## config.mk

```make
export PLATFORM = sky130hd
export DESIGN_NAME = hazard_scoreboard
export DESIGN_NICKNAME = d
export VERILOG_FILES = /design/src/rtl/hazard_scoreboard.sv
export SDC_FILE = /design/constraint.sdc
export NUM_CORES = 1
export LEC_CHECK = 0
export CORE_UTILIZATION = 40
export DETAILED_ROUTE_END_ITERATION = 16
export GPL_TIMING_DRIVEN = 0
export PLACE_DENSITY = 0.62
export SLEW_MARGIN = 20
export SYNTH_ARGS = -nofsm -noshare
export SYNTH_HDL_FRONTEND = slang
export SYNTH_SLANG_ARGS = --single-unit
```

## constraint.sdc

```tcl
create_clock -name CLK -period 2.8 [get_ports CLK]
set_input_delay 0.56 -clock CLK [delete_from_list [all_inputs] [get_ports CLK]]
set_output_delay 0.56 -clock CLK [all_outputs]
set_load 0.005 [all_outputs]
```

## src/rtl/hazard_scoreboard.sv

```systemverilog
// hazard_scoreboard: register-scoreboard hazard unit for a 5-stage pipeline.
// Each architectural register 1..31 has a small down-counter holding the
// number of stall cycles a consumer must still wait behind its producer.
// The stage-control outputs are decoded combinationally every cycle.
// Optional build macro: HAZARD_STATS_EN adds 32-bit saturating stall/flush/
// freeze occupancy counters.
//
//   state  | meaning
//   -------+------------------------------------------------------------
//   RUN    | normal flow, all stage registers advance
//   DSTALL | data hazard in ID: hold PC and IF/ID, bubble into ID/EX
//   FREEZE | data memory not acknowledged: hold the whole pipeline
//   FLUSH  | redirect resolved in ID: squash the fetched instruction
module hazard_scoreboard #(
    parameter int NRD      = 2,
    parameter int LAT_ALU  = 0,
    parameter int LAT_LOAD = 1
) (
    input  logic             CLK,
    input  logic             RST,
    input  logic             id_valid,
    input  logic [NRD*5-1:0] id_rsel,
    input  logic [NRD-1:0]   id_ren,
    input  logic [4:0]       id_wsel,
    input  logic             id_regWEN,
    input  logic             id_isload,
    input  logic             id_redirect,
    input  logic             mem_dmemREN,
    input  logic             mem_dmemWEN,
    input  logic             dhit,
    output logic             pc_en,
    output logic             ifid_en,
    output logic             idex_en,
    output logic             exmem_en,
    output logic             memwb_en,
    output logic             ifid_flush,
    output logic             idex_flush,
    output logic             hazard,
    output logic [1:0]       state
`ifdef HAZARD_STATS_EN
    ,
    output logic [31:0]      stall_cnt,
    output logic [31:0]      flush_cnt,
    output logic [31:0]      freeze_cnt
`endif
);

    localparam int MAXLAT = (LAT_ALU > LAT_LOAD) ? LAT_ALU : LAT_LOAD;
    // Keep at least one bit so full forwarding (all latencies 0) still elaborates.
    localparam int CW = (MAXLAT < 1) ? 1 : $clog2(MAXLAT + 1);
    localparam logic [CW-1:0] ONE     = CW'(1);
    localparam logic [CW-1:0] VAL_ALU = CW'(LAT_ALU);
    localparam logic [CW-1:0] VAL_LD  = CW'(LAT_LOAD);

    typedef enum logic [1:0] {
        RUN    = 2'd0,
        DSTALL = 2'd1,
        FREEZE = 2'd2,
        FLUSH  = 2'd3
    } hz_state_t;

    hz_state_t       cur_st;
    logic [CW-1:0]   pend [1:31];
    logic [31:0]     busy;
    logic            freeze;
    logic            dstall;
    logic            issue;
    logic [CW-1:0]   issue_val;
    logic [4:0]      rs;

    // Busy vector; register 0 is hardwired never-pending.
    always_comb begin
        busy = '0;
        for (int i = 1; i < 32; i++) begin
            busy[i] = (pend[i] != '0);
        end
    end

    // Hazard conditions from current ID/MEM inputs and registered counters.
    always_comb begin
        freeze = (mem_dmemREN | mem_dmemWEN) & ~dhit;
        dstall = 1'b0;
        rs     = '0;
        for (int i = 0; i < NRD; i++) begin
            rs = id_rsel[5*i +: 5];
            if (id_ren[i] && (rs != 5'd0) && busy[rs]) begin
                dstall = 1'b1;
            end
        end
        dstall    = dstall & id_valid & ~freeze;
        issue     = id_valid & ~dstall & ~freeze & id_regWEN & (id_wsel != 5'd0);
        issue_val = id_isload ? VAL_LD : VAL_ALU;
    end

    // Stage-control decode, priority FREEZE > DSTALL > FLUSH > RUN; reset forces RUN.
    always_comb begin
        cur_st     = RUN;
        pc_en      = 1'b1;
        ifid_en    = 1'b1;
        idex_en    = 1'b1;
        exmem_en   = 1'b1;
        memwb_en   = 1'b1;
        ifid_flush = 1'b0;
        idex_flush = 1'b0;
        if (!RST) begin
            if (freeze) begin
                cur_st   = FREEZE;
                pc_en    = 1'b0;
                ifid_en  = 1'b0;
                idex_en  = 1'b0;
                exmem_en = 1'b0;
                memwb_en = 1'b0;
            end else if (dstall) begin
                cur_st     = DSTALL;
                pc_en      = 1'b0;
                ifid_en    = 1'b0;
                idex_flush = 1'b1;
            end else if (id_redirect && id_valid) begin
                cur_st     = FLUSH;
                ifid_flush = 1'b1;
            end
        end
        state  = cur_st;
        hazard = (cur_st != RUN);
    end

    // Pending counters: youngest issue overwrites, otherwise count down; frozen while memory waits.
    always_ff @(posedge CLK) begin
        if (RST) begin
            for (int i = 1; i < 32; i++) pend[i] <= '0;
        end else if (!freeze) begin
            for (int i = 1; i < 32; i++) begin
                if (issue && (id_wsel == i[4:0])) begin
                    pend[i] <= issue_val;
                end else if (pend[i] != '0) begin
                    pend[i] <= pend[i] - ONE;
                end
            end
        end
    end

`ifdef HAZARD_STATS_EN
    // Saturating per-state occupancy counters.
    always_ff @(posedge CLK) begin
        if (RST) begin
            stall_cnt  <= '0;
            flush_cnt  <= '0;
            freeze_cnt <= '0;
        end else begin
            if (cur_st == DSTALL && stall_cnt  != '1) stall_cnt  <= stall_cnt  + 32'd1;
            if (cur_st == FLUSH  && flush_cnt  != '1) flush_cnt  <= flush_cnt  + 32'd1;
            if (cur_st == FREEZE && freeze_cnt != '1) freeze_cnt <= freeze_cnt + 32'd1;
        end
    end
`endif

endmodule

```

==> flow_summary_export.csv, run 1 <==
group,metric,value,unit
floorplanning,rows,28,
timing,rsz0062_at_grt,"yes",
floorplanning,fp.dieW,81.4,um
yosys,muxShareOfSynthArea,0.138,
setup_path,critical_path_peak_fanout,2,
placed_design,place_area,0.00295,sq mm
run_status,outcome,"finished with violations",
clock_network,ctsHtreeMaxLevel,2,
global_routing,grt_pass1_wl,12700,um
clock_network,clockBufferDepth,2,
final_layout,nets,355,
yosys,synth_cell_type_count,42,
yosys,synth_edf_count,31,
global_routing,grtUsageMet2,0.428,
yosys,synthTopCellsByCount,"36 x a21oi_1, 31 x edfxtp_1, 31 x o31ai_1",
yosys,synth_area_leaders,"edfxtp_1 37%, o31ai_1 9.2%, mux4_2 8.0%",
setup_path,critPathRequiredTime,2.24,ns
final_layout,largest_register_ffs,31,
setup_path,path_class,"reg2out",
yosys,synth-compound-area-share,0.226,
routing,dr.pass1.iters,4,
clock_network,cts.clk_slew.worst_paths,0.07,ns
placed_design,port_buffers,31,
clock_network,clock-sinks,31,
yosys,synthAdderAreaFrac,0,
yosys,synthSimpleGateAreaFrac,0.193,
pwr,power_density,383,mW/mm^2
yosys,syn_inst,267,
routing,vias,2493,
global_routing,antenna_found_initial,0,
final_layout,syn2layout_area_growth,31.1,%
timing,timing.fmax,338,MHz
timing,slew_violations,0,
run,cap_violations,0,
setup_path,end_kind,"output port",
global_routing,busiest_layer,"met2",
clock_network,cts_made_buffers,5,
final_layout,drive_gt1_frac,0.277,
floorplanning,die_area,0.00662,sq mm
floorplanning,die-height,81.4,um
floorplanning,core_area,0.00599,sq mm
setup_path,slowest_stage,"mux4_2",
routing,drc,0,
clock_network,cts_tree,"done",
yosys,async_flop_share,0,
final_layout,biggestRegsByFlops,"pend (31)",
setup_path,critPathMaxStageDelay,0.50,ns
timing,timing.final.ws_setup,-0.163,ns
routing,wl_per_cell,20.5,um
global_routing,grt_max_degree,11,
floorplanning,pin_count,36,
global_routing,grtUsageMet3,0.0427,
yosys,synth_ff_type,"edfxtp_1",
worst_hold_path,hold_path.class,"reg2reg",
setup_path,cp_common_cell,"buf_6",
placed_design,place.gp.congestion,0.828,
routing,routed_wl,8280,um
final_layout,final_core_util,0.551,
yosys,synth_top_area_cell,"edfxtp_1",
run_status,violations,"negative setup slack",
pwr,vdd.ir_drop.worst,0.186,mV
timing,worst_slew_pin_slew,0.689,ns
final_layout,regMostFlops,"pend",
placed_design,dp_hpwl,5870,um
yosys,yosysTopAreaCellShare,0.370,
routing,viasPerCell,6.19,
yosys,synthXorXnorAreaFrac,0,
routing,first_iter_violations,153,
yosys,yosys_warnings,0,
yosys,synth-seq-area-share,0.370,
clock_network,clkLatencyLatePin,0.29,ns
yosys,ys_seq_elements,31,
timing,hold_viol,0,
global_routing,grt-ovfl-total,0,
timing,relSlewSlack,0.540,
setup_path,worst_ep_arrival_time,2.40,ns
final_layout,antennaDiodeCount,0,
timing,finalCriticalPeriod,2.96,ns
yosys,syn-num-nets,293,
final_layout,finalInstanceArea,0.00330,sq mm
routing,ant_nets,0,
setup_path,path_cells,"mux4_2 -> mux2_4 -> o22ai_4 -> a211oi_2 -> a41o_2 -> buf_8 -> o21bai_4 -> buf_6 -> buf_6",
timing,finClkSkew,0.00637,ns
setup_path,start_kind,"register",
timing,fin_crit_sh,1.06,
clock_network,cts-hold-fix-buffers,0,
timing,finalSetupViolations,7,
clock_network,cts_root_buf,"clkbuf_8",
pwr,leakagePower,0.00116,uW
yosys,synth_top_family_by_area,"compound AO/OA/AOI/OAI gates",
global_routing,track_usage,0.268,
yosys,netlist_area,0.00252,sq mm
floorplanning,floorplan.initialDensity,0.420,
yosys,avgSynthCellArea,9.43,sq um
global_routing,grt_use_met1,0.357,
global_routing,grt_pass1_vias,2388,
yosys,yosysMostFrequentCell,"a21oi_1",
[logic make-up after synthesis]
family                 after synthesis
AO/OA/AOI/OAI                       85
flip-flops                          31
multiplexers                        23
AND/OR/NAND/NOR                     92
buffers and inverters               36
[where the power goes]
| part | switching, uW | internal (uW) | leakage, uW |
|---|---|---|---|
| clock network | 163 | 165 | 0.0000371 |
| logic | 201 | 182 | 0.000795 |
| registers | 20.3 | 534 | 0.000329 |
| total | 385 | 881 | 0.00116 |
[area by class of cell]
type | count | area [sq um]
buffer | 28 | 218
clock buffer | 6 | 72.6
timing repair buffer | 57 | 467
tap | 75 | 93.8
sequential | 31 | 931
inverter | 6 | 22.5
fill | 556 | 2690
multi-input combinational | 200 | 1500
[worst paths after layout]
path,startpoint,end,slack (ns),cells past startpoint
min,pend[0][16]$_DFFE_PP_,pend[0][16]$_DFFE_PP_,0.63,2
min reg2reg,pend[0][16]$_DFFE_PP_,pend[0][16]$_DFFE_PP_,0.63,2
max reg2reg,pend[0][31]$_DFFE_PP_,pend[0][10]$_DFFE_PP_,0.10,8
max,pend[0][31]$_DFFE_PP_,pc_en,-0.16,9
[layer usage]
metal,part of all wire,up-vias
met5,0,-
met4,0.032,0
met3,0.076,21
met2,0.47,116
met1,0.43,1187
li1,-,1169
[through the flow]
step	hold WS [ns]	instances	TNS, ns	setup WS (ns)	power (uW)
after global placement	0.599	373	-40.02	-1.32	875
final	0.633	403	-0.618	-0.163	1270
after global routing	0.656	403	-1.17	-0.238	1310
after detailed placement	0.610	373	-41.27	-1.33	878
after floorplan	0.573	267	-0.0771	-0.0771	760
after CTS	0.624	399	-0.745	-0.235	1250
[what timing repair did]
action / CTS / global route
setup buffers: 21 / 5
endpoints found under the setup margin: 72 / 32
resized for setup: 73 / 13
pin swaps: 9 / 7
[worst max-delay path: cells and delay by family, from the launching register on]
family                 cells  cell delay [ns]
multiplexers               2             0.79
AO/OA/AOI/OAI              4             0.58
flip-flops                 1             0.43
buffers and inverters      3             0.33
[placed cells by master (no fill, tap or decap), types with 4 or more instances in the layout]
master,Yosys,routed
a21oi_1,36,34
buf_2,4,8
buf_4,6,27
buf_6,3,11
clkbuf_1,16,12
clkbuf_8,0,7
clkdlybuf4s50_1,0,17
edfxtp_1,31,31
inv_1,6,6
mux2i_1,10,10
mux4_2,9,9
nand2_1,20,20
nand3_1,10,9
nand3b_1,4,4
nor2_1,11,9
nor2b_1,6,5
nor3_1,28,28
nor4_2,4,4
o31ai_1,31,31
Power figures use the tool's default switching activity.
==> run 2: changes to the inputs <==
- TNS_END_PERCENT: unset -> 10
==> flow_summary_export.csv, run 2 (synthesized netlist as in run 1, its figures left out) <==
group,metric,value,unit
worst_hold_path,min_delay_path_depth,2,
clock_network,cts_tree,"done",
pwr,power,1270,uW
global_routing,grt_pass1_vias,2389,
setup_path,critPathRequiredTime,2.24,ns
routing,routed_wl,8320,um
floorplanning,fp.dieW,81.4,um
floorplanning,core_area,0.00599,sq mm
run,cap_violations,0,
worst_hold_path,hp-start,"pend[0][16]$_DFFE_PP_",
timing,finClkSkew,0.00526,ns
final_layout,drive_gt1_frac,0.283,
clock_network,cts_made_buffers,5,
clock_network,cts-hold-fix-buffers,0,
global_routing,grt_pass1_wl,12700,um
pwr,leakagePower,0.00117,uW
floorplanning,pin_count,36,
setup_path,slowest_stage,"mux4_2",
timing,timing.final.ws_setup,-0.159,ns
final_layout,final_core_util,0.553,
global_routing,antenna_found_initial,0,
global_routing,grt_max_degree,11,
clock_network,clockBufferDepth,2,
placed_design,place_ws,-1.33,ns
timing,relSlewSlack,0.521,
timing,timing.fmax,338,MHz
timing,hold_viol,0,
routing,first_iter_violations,163,
final_layout,nets,356,
routing,ant_nets,0,
global_routing,track_usage,0.268,
routing,viasPerCell,6.18,
run_status,violations,"negative setup slack",
final_layout,regMostFlops,"pend",
floorplanning,die_area,0.00662,sq mm
pwr,power_density,383,mW/mm^2
clock_network,clock-sinks,31,
clock_network,cts_root_buf,"clkbuf_8",
worst_hold_path,whs_endpoint,"pend[0][16]$_DFFE_PP_",
final_layout,antennaDiodeCount,0,
final_layout,fill_cells,559,
setup_path,reg2reg_to,"pend[0][10]$_DFFE_PP_",
final_layout,layout_common_cells,"34 x a21oi_1, 31 x o31ai_1, 31 x edfxtp_1",
placed_design,place.gp.congestion,0.828,
floorplanning,die-height,81.4,um
routing,wl_per_cell,20.6,um
setup_path,start_kind,"input pin",
timing,fin_crit_sh,1.06,
clock_network,cts.clk_slew.worst_paths,0.06,ns
timing,finalSetupViolations,7,
setup_path,path_cells,"buf_4 -> buf_6 -> mux4_2 -> a32oi_1 -> nand3_1 -> a41o_2 -> buf_8 -> o21bai_4 -> buf_6 -> buf_6",
global_routing,grt-ovfl-total,0,
final_layout,layout_commonest_cell,"a21oi_1",
setup_path,rrSetupSlack,0.10,ns
setup_path,cp_top_family,"compound AO/OA/AOI/OAI gates",
final_layout,largest_register_ffs,31,
run_status,outcome,"finished with violations",
setup_path,timing.critical_path.buf_inv,5,
floorplanning,rows,28,
final_layout,fin_cells,404,
timing,rsz0062_at_grt,"yes",
routing,drc,0,
clock_network,clkLatencyLatePin,0.28,ns
setup_path,critical_path_peak_fanout,6,
placed_design,port_buffers,31,
placed_design,dp_hpwl,5870,um
timing,slew_violations,0,
setup_path,path_class,"in2out",
clock_network,ctsHtreeMaxLevel,2,
setup_path,rr_worst_depth,8,
timing,setup_tns,-0.582,ns
setup_path,critPathMaxStageDelay,0.50,ns
final_layout,biggestRegsByFlops,"pend (31)",
timing,worst_slew_pin_slew,0.719,ns
final_layout,syn2layout_area_growth,31.4,%
timing,finalCriticalPeriod,2.96,ns
setup_path,worst-path-stages,10,
routing,vias,2495,
routing,dr.pass1.iters,4,
setup_path,rr_startpoint,"pend[0][31]$_DFFE_PP_",
placed_design,place_inst,373,
pwr,vdd.ir_drop.worst,0.188,mV
worst_hold_path,hold_path.class,"reg2reg",
setup_path,end_kind,"output port",
setup_path,cp_common_cell,"buf_6",
setup_path,worst_ep_arrival_time,2.40,ns
floorplanning,floorplan.initialDensity,0.420,
run 2: cell count changes in the layout (fill, tap and decap cells not counted), sizes merged:
cell and change:
dlymetal6s2s +1, clkdlybuf4s50 -1, dlygate4sd2 -2, clkbuf +1
buf +2
run 2: final cells by class:
cell class | instances | area, sq um | area share
flip-flops and latches | 31 | 931 | 0.281
repair buffers | 57 | 467 | 0.141
inverters | 6 | 22.5 | 0.00680
well taps | 75 | 93.8 | 0.0283
clock buffers | 6 | 72.6 | 0.0219
plain buffers | 29 | 223 | 0.0673
multi-input cells | 200 | 1500 | 0.454
run 2: repair_timing:
item	CTS	global route
buffers inserted	21	5
pin swaps	9	7
setup endpoints to repair	72	32
gates resized for setup	73	15
run 2: worst max path at each step:
stage                           from    end  slack [ns]
6_report                  id_rsel[5]  pc_en       -0.16
5_1_grt                   id_rsel[5]  pc_en       -0.24
4_1_cts        pend[0][31]$_DFFE_PP_  pc_en       -0.23
3_5_place_dp              id_rsel[5]  pc_en       -1.33
3_3_place_gp              id_rsel[5]  pc_en       -1.32
2_1_floorplan             id_rsel[0]  pc_en       -0.08
run 2: worst register-to-register path, stage by stage (launching register included):
cell and delay (ns):
edfxtp_1 0.42, mux4_2 0.50, mux2_4 0.29, o22ai_4 0.12, a211oi_2 0.05, a41o_2 0.29
buf_4 0.20, buf_6 0.16, o31ai_1 0.34
run 2: per-stage QoR:
step                instance area (sq um)  hold WS [ns]
finish                               3310         0.625
global route                         3310         0.656
CTS                                  3260         0.624
detailed placement                   2950         0.610
global placement                     2950         0.599
floorplan                            2550         0.573
run 2: metal layers:
layer  vias up  track usage  routed length, um
met5         -            0                  0
met4         0        0.116                303
met3        22       0.0427                719
met2       118        0.428               3820
met1      1182        0.357               3480
li1       1173            -                  -
run 2: report_power, final:
group | switching (uW) | total [uW] | internal [uW] | leakage, uW
Clock | 163 | 329 | 165 | 0.0000371
Sequential | 20.3 | 555 | 534 | 0.000329
Combinational | 202 | 384 | 182 | 0.000803
Total | 386 | 1270 | 882 | 0.00117
==> run 3: changes to the inputs <==
- ABC_AREA: unset -> 1
- PLACE_DENSITY: 0.62 -> 0.61
==> flow_summary_export.csv, run 3 <==
group,metric,value,unit
placed_design,place_area,0.00346,sq mm
routing,routed_wl,8600,um
yosys,syn-num-nets,463,
floorplanning,fp.dieW,88.7,um
routing,wl_per_cell,14.8,um
clock_network,clockBufferDepth,2,
floorplanning,floorplan.initialDensity,0.415,
final_layout,fill_cells,771,
timing,finClkSkew,0.0114,ns
routing,vias,3025,
pwr,leakagePower,0.00202,uW
global_routing,grt-ovfl-total,0,
floorplanning,die-height,88.7,um
clock_network,cts-hold-fix-buffers,0,
timing,timing.fmax,345,MHz
routing,first_iter_violations,147,
clock_network,cts_made_buffers,5,
timing,finalCriticalPeriod,2.90,ns
final_layout,layout_commonest_cell,"nand2_1",
timing,finalSetupViolations,7,
worst_hold_path,hold_path.class,"reg2reg",
final_layout,largest_register_ffs,31,
yosys,synth_top_area_cell,"edfxtp_1",
final_layout,regMostFlops,"pend",
yosys,synth_area_leaders,"edfxtp_1 31%, nand2_1 17%, nand4_2 12%",
yosys,synth_cell_type_count,26,
routing,dr.pass1.iters,5,
timing,fin_crit_sh,1.04,
yosys,yosysTopAreaCellShare,0.309,
global_routing,grt_max_degree,13,
pwr,power_density,356,mW/mm^2
final_layout,finalInstanceArea,0.00360,sq mm
timing,hold_slack,0.603,ns
yosys,avgSynthCellArea,6.88,sq um
clock_network,clkLatencyLatePin,0.29,ns
placed_design,port_buffers,33,
routing,drc,0,
global_routing,grt_pass1_wl,13700,um
setup_path,worst_ep_arrival_time,2.34,ns
timing,relSlewSlack,0.716,
clock_network,clock-sinks,31,
setup_path,path_class,"in2out",
timing,timing.final.ws_setup,-0.0995,ns
timing,hold_viol,0,
yosys,syn_inst,437,
final_layout,nets,506,
run,cap_violations,0,
placed_design,dp_hpwl,6640,um
yosys,synth_edf_count,31,
setup_path,critPathRequiredTime,2.24,ns
global_routing,antenna_found_initial,0,
yosys,synthTopCellsByCount,"133 x nand2_1, 74 x nor2_1, 40 x inv_1",
floorplanning,core_area,0.00725,sq mm
final_layout,syn2layout_area_growth,19.6,%
setup_path,start_kind,"input pin",
setup_path,critical_path_peak_fanout,10,
setup_path,end_kind,"output port",
routing,ant_nets,0,
clock_network,cts_tree,"done",
yosys,ys_seq_elements,31,
final_layout,drive_gt1_frac,0.177,
global_routing,track_usage,0.230,
placed_design,place.gp.congestion,0.972,
final_layout,biggestRegsByFlops,"pend (31)",
timing,rsz0062_at_grt,"yes",
pwr,vdd.ir_drop.worst,0.152,mV
final_layout,layout_common_cells,"129 x nand2_1, 71 x nor2_1, 39 x inv_1",
run_status,violations,"negative setup slack",
clock_network,cts_root_buf,"clkbuf_8",
run_status,outcome,"finished with violations",
yosys,yosys_warnings,0,
floorplanning,die_area,0.00787,sq mm
routing,viasPerCell,5.22,
yosys,synth_ff_type,"edfxtp_1",
global_routing,grt_pass1_vias,2792,
yosys,netlist_area,0.00301,sq mm
yosys,synth-seq-area-share,0.309,
clock_network,cts.clk_slew.worst_paths,0.06,ns
floorplanning,pin_count,36,
yosys,yosysMostFrequentCell,"nand2_1",
yosys,async_flop_share,0,
clock_network,ctsHtreeMaxLevel,2,
setup_path,rrSetupSlack,0.76,ns
final_layout,antennaDiodeCount,0,
timing,worst_slew_pin_slew,0.427,ns
timing,slew_violations,0,
floorplanning,rows,31,
run 3: kinds of logic (layout without fill, tap and decap cells):
group | count (synthesis) | count (layout) | share of synthesized area
buf+inv | 73 | 117 | 0.134
flops | 31 | 31 | 0.309
compound gates | 48 | 48 | 0.0857
simple gates | 285 | 285 | 0.470
run 3: worst max-delay path, stage by stage:
cell and delay [ns]:
buf_6 0.13, buf_6 0.15, o21ai_0 0.20, nand2_1 0.08, nand3_1 0.10, nand3_1 0.07
nand2_1 0.08, nand3_2 0.08, nand2_4 0.11, nand2_4 0.05, nand2_2 0.07, nand2_2 0.07
buf_4 0.13, clkdlybuf4s50_1 0.44
run 3: path summary, 6_finish.rpt:
check	start	endpoint	cells past startpoint
max	id_rsel[0]	pc_en	14
min	pend[0][10]$_DFFE_PP_	pend[0][10]$_DFFE_PP_	2
max reg2reg	pend[0][3]$_DFFE_PP_	pend[0][16]$_DFFE_PP_	15
min reg2reg	pend[0][10]$_DFFE_PP_	pend[0][10]$_DFFE_PP_	2
run 3: per-stage QoR:
stage	setup WS (ns)	total power, uW	util	setup TNS (ns)	cells
after CTS	-0.142	1280	0.494	-0.627	580
after floorplan	0.493	806	-	0	437
after detailed placement	-0.719	933	0.477	-5.44	569
after global routing	-0.217	1340	0.496	-1.26	580
final	-0.0995	1280	0.496	-0.308	580
after global placement	-0.730	927	0.477	-5.34	569
run 3: per-layer routing:
layer  global-route usage  share of wire  vias up
li1                     -              -     1527
met1                0.290           0.44     1371
met2                0.414           0.49      113
met3               0.0149          0.047       14
met4               0.0836          0.021        0
met5                    0              0        -
run 3: layout make-up:
| cell class | instances | area (sq um) | share of cell area |
|---|---|---|---|
| tap | 99 | 124 | 0.0344 |
| sequential | 31 | 931 | 0.259 |
| clock inverter | 3 | 15.0 | 0.00417 |
| clock buffer | 5 | 68.8 | 0.0191 |
| timing repair buffer | 36 | 337 | 0.0935 |
| inverter | 44 | 170 | 0.0473 |
| buffer | 29 | 244 | 0.0678 |
| multi-input combinational | 333 | 1710 | 0.475 |
run 3: repair_timing:
| action | in CTS | in global routing |
|---|---|---|
| pin swaps | 2 | 1 |
| resized for setup | 29 | 9 |
| setup buffers | 1 | 0 |
| gates cloned | 2 | 0 |
| endpoints found under the setup margin | 10 | 10 |
run 3: report_power, final:
group / leakage [uW] / switching (uW) / total, uW / internal (uW)
sequential: 0.000324 / 22.4 / 564 / 542
clock: 0.0000477 / 178 / 347 / 170
combinational: 0.00165 / 225 / 371 / 146
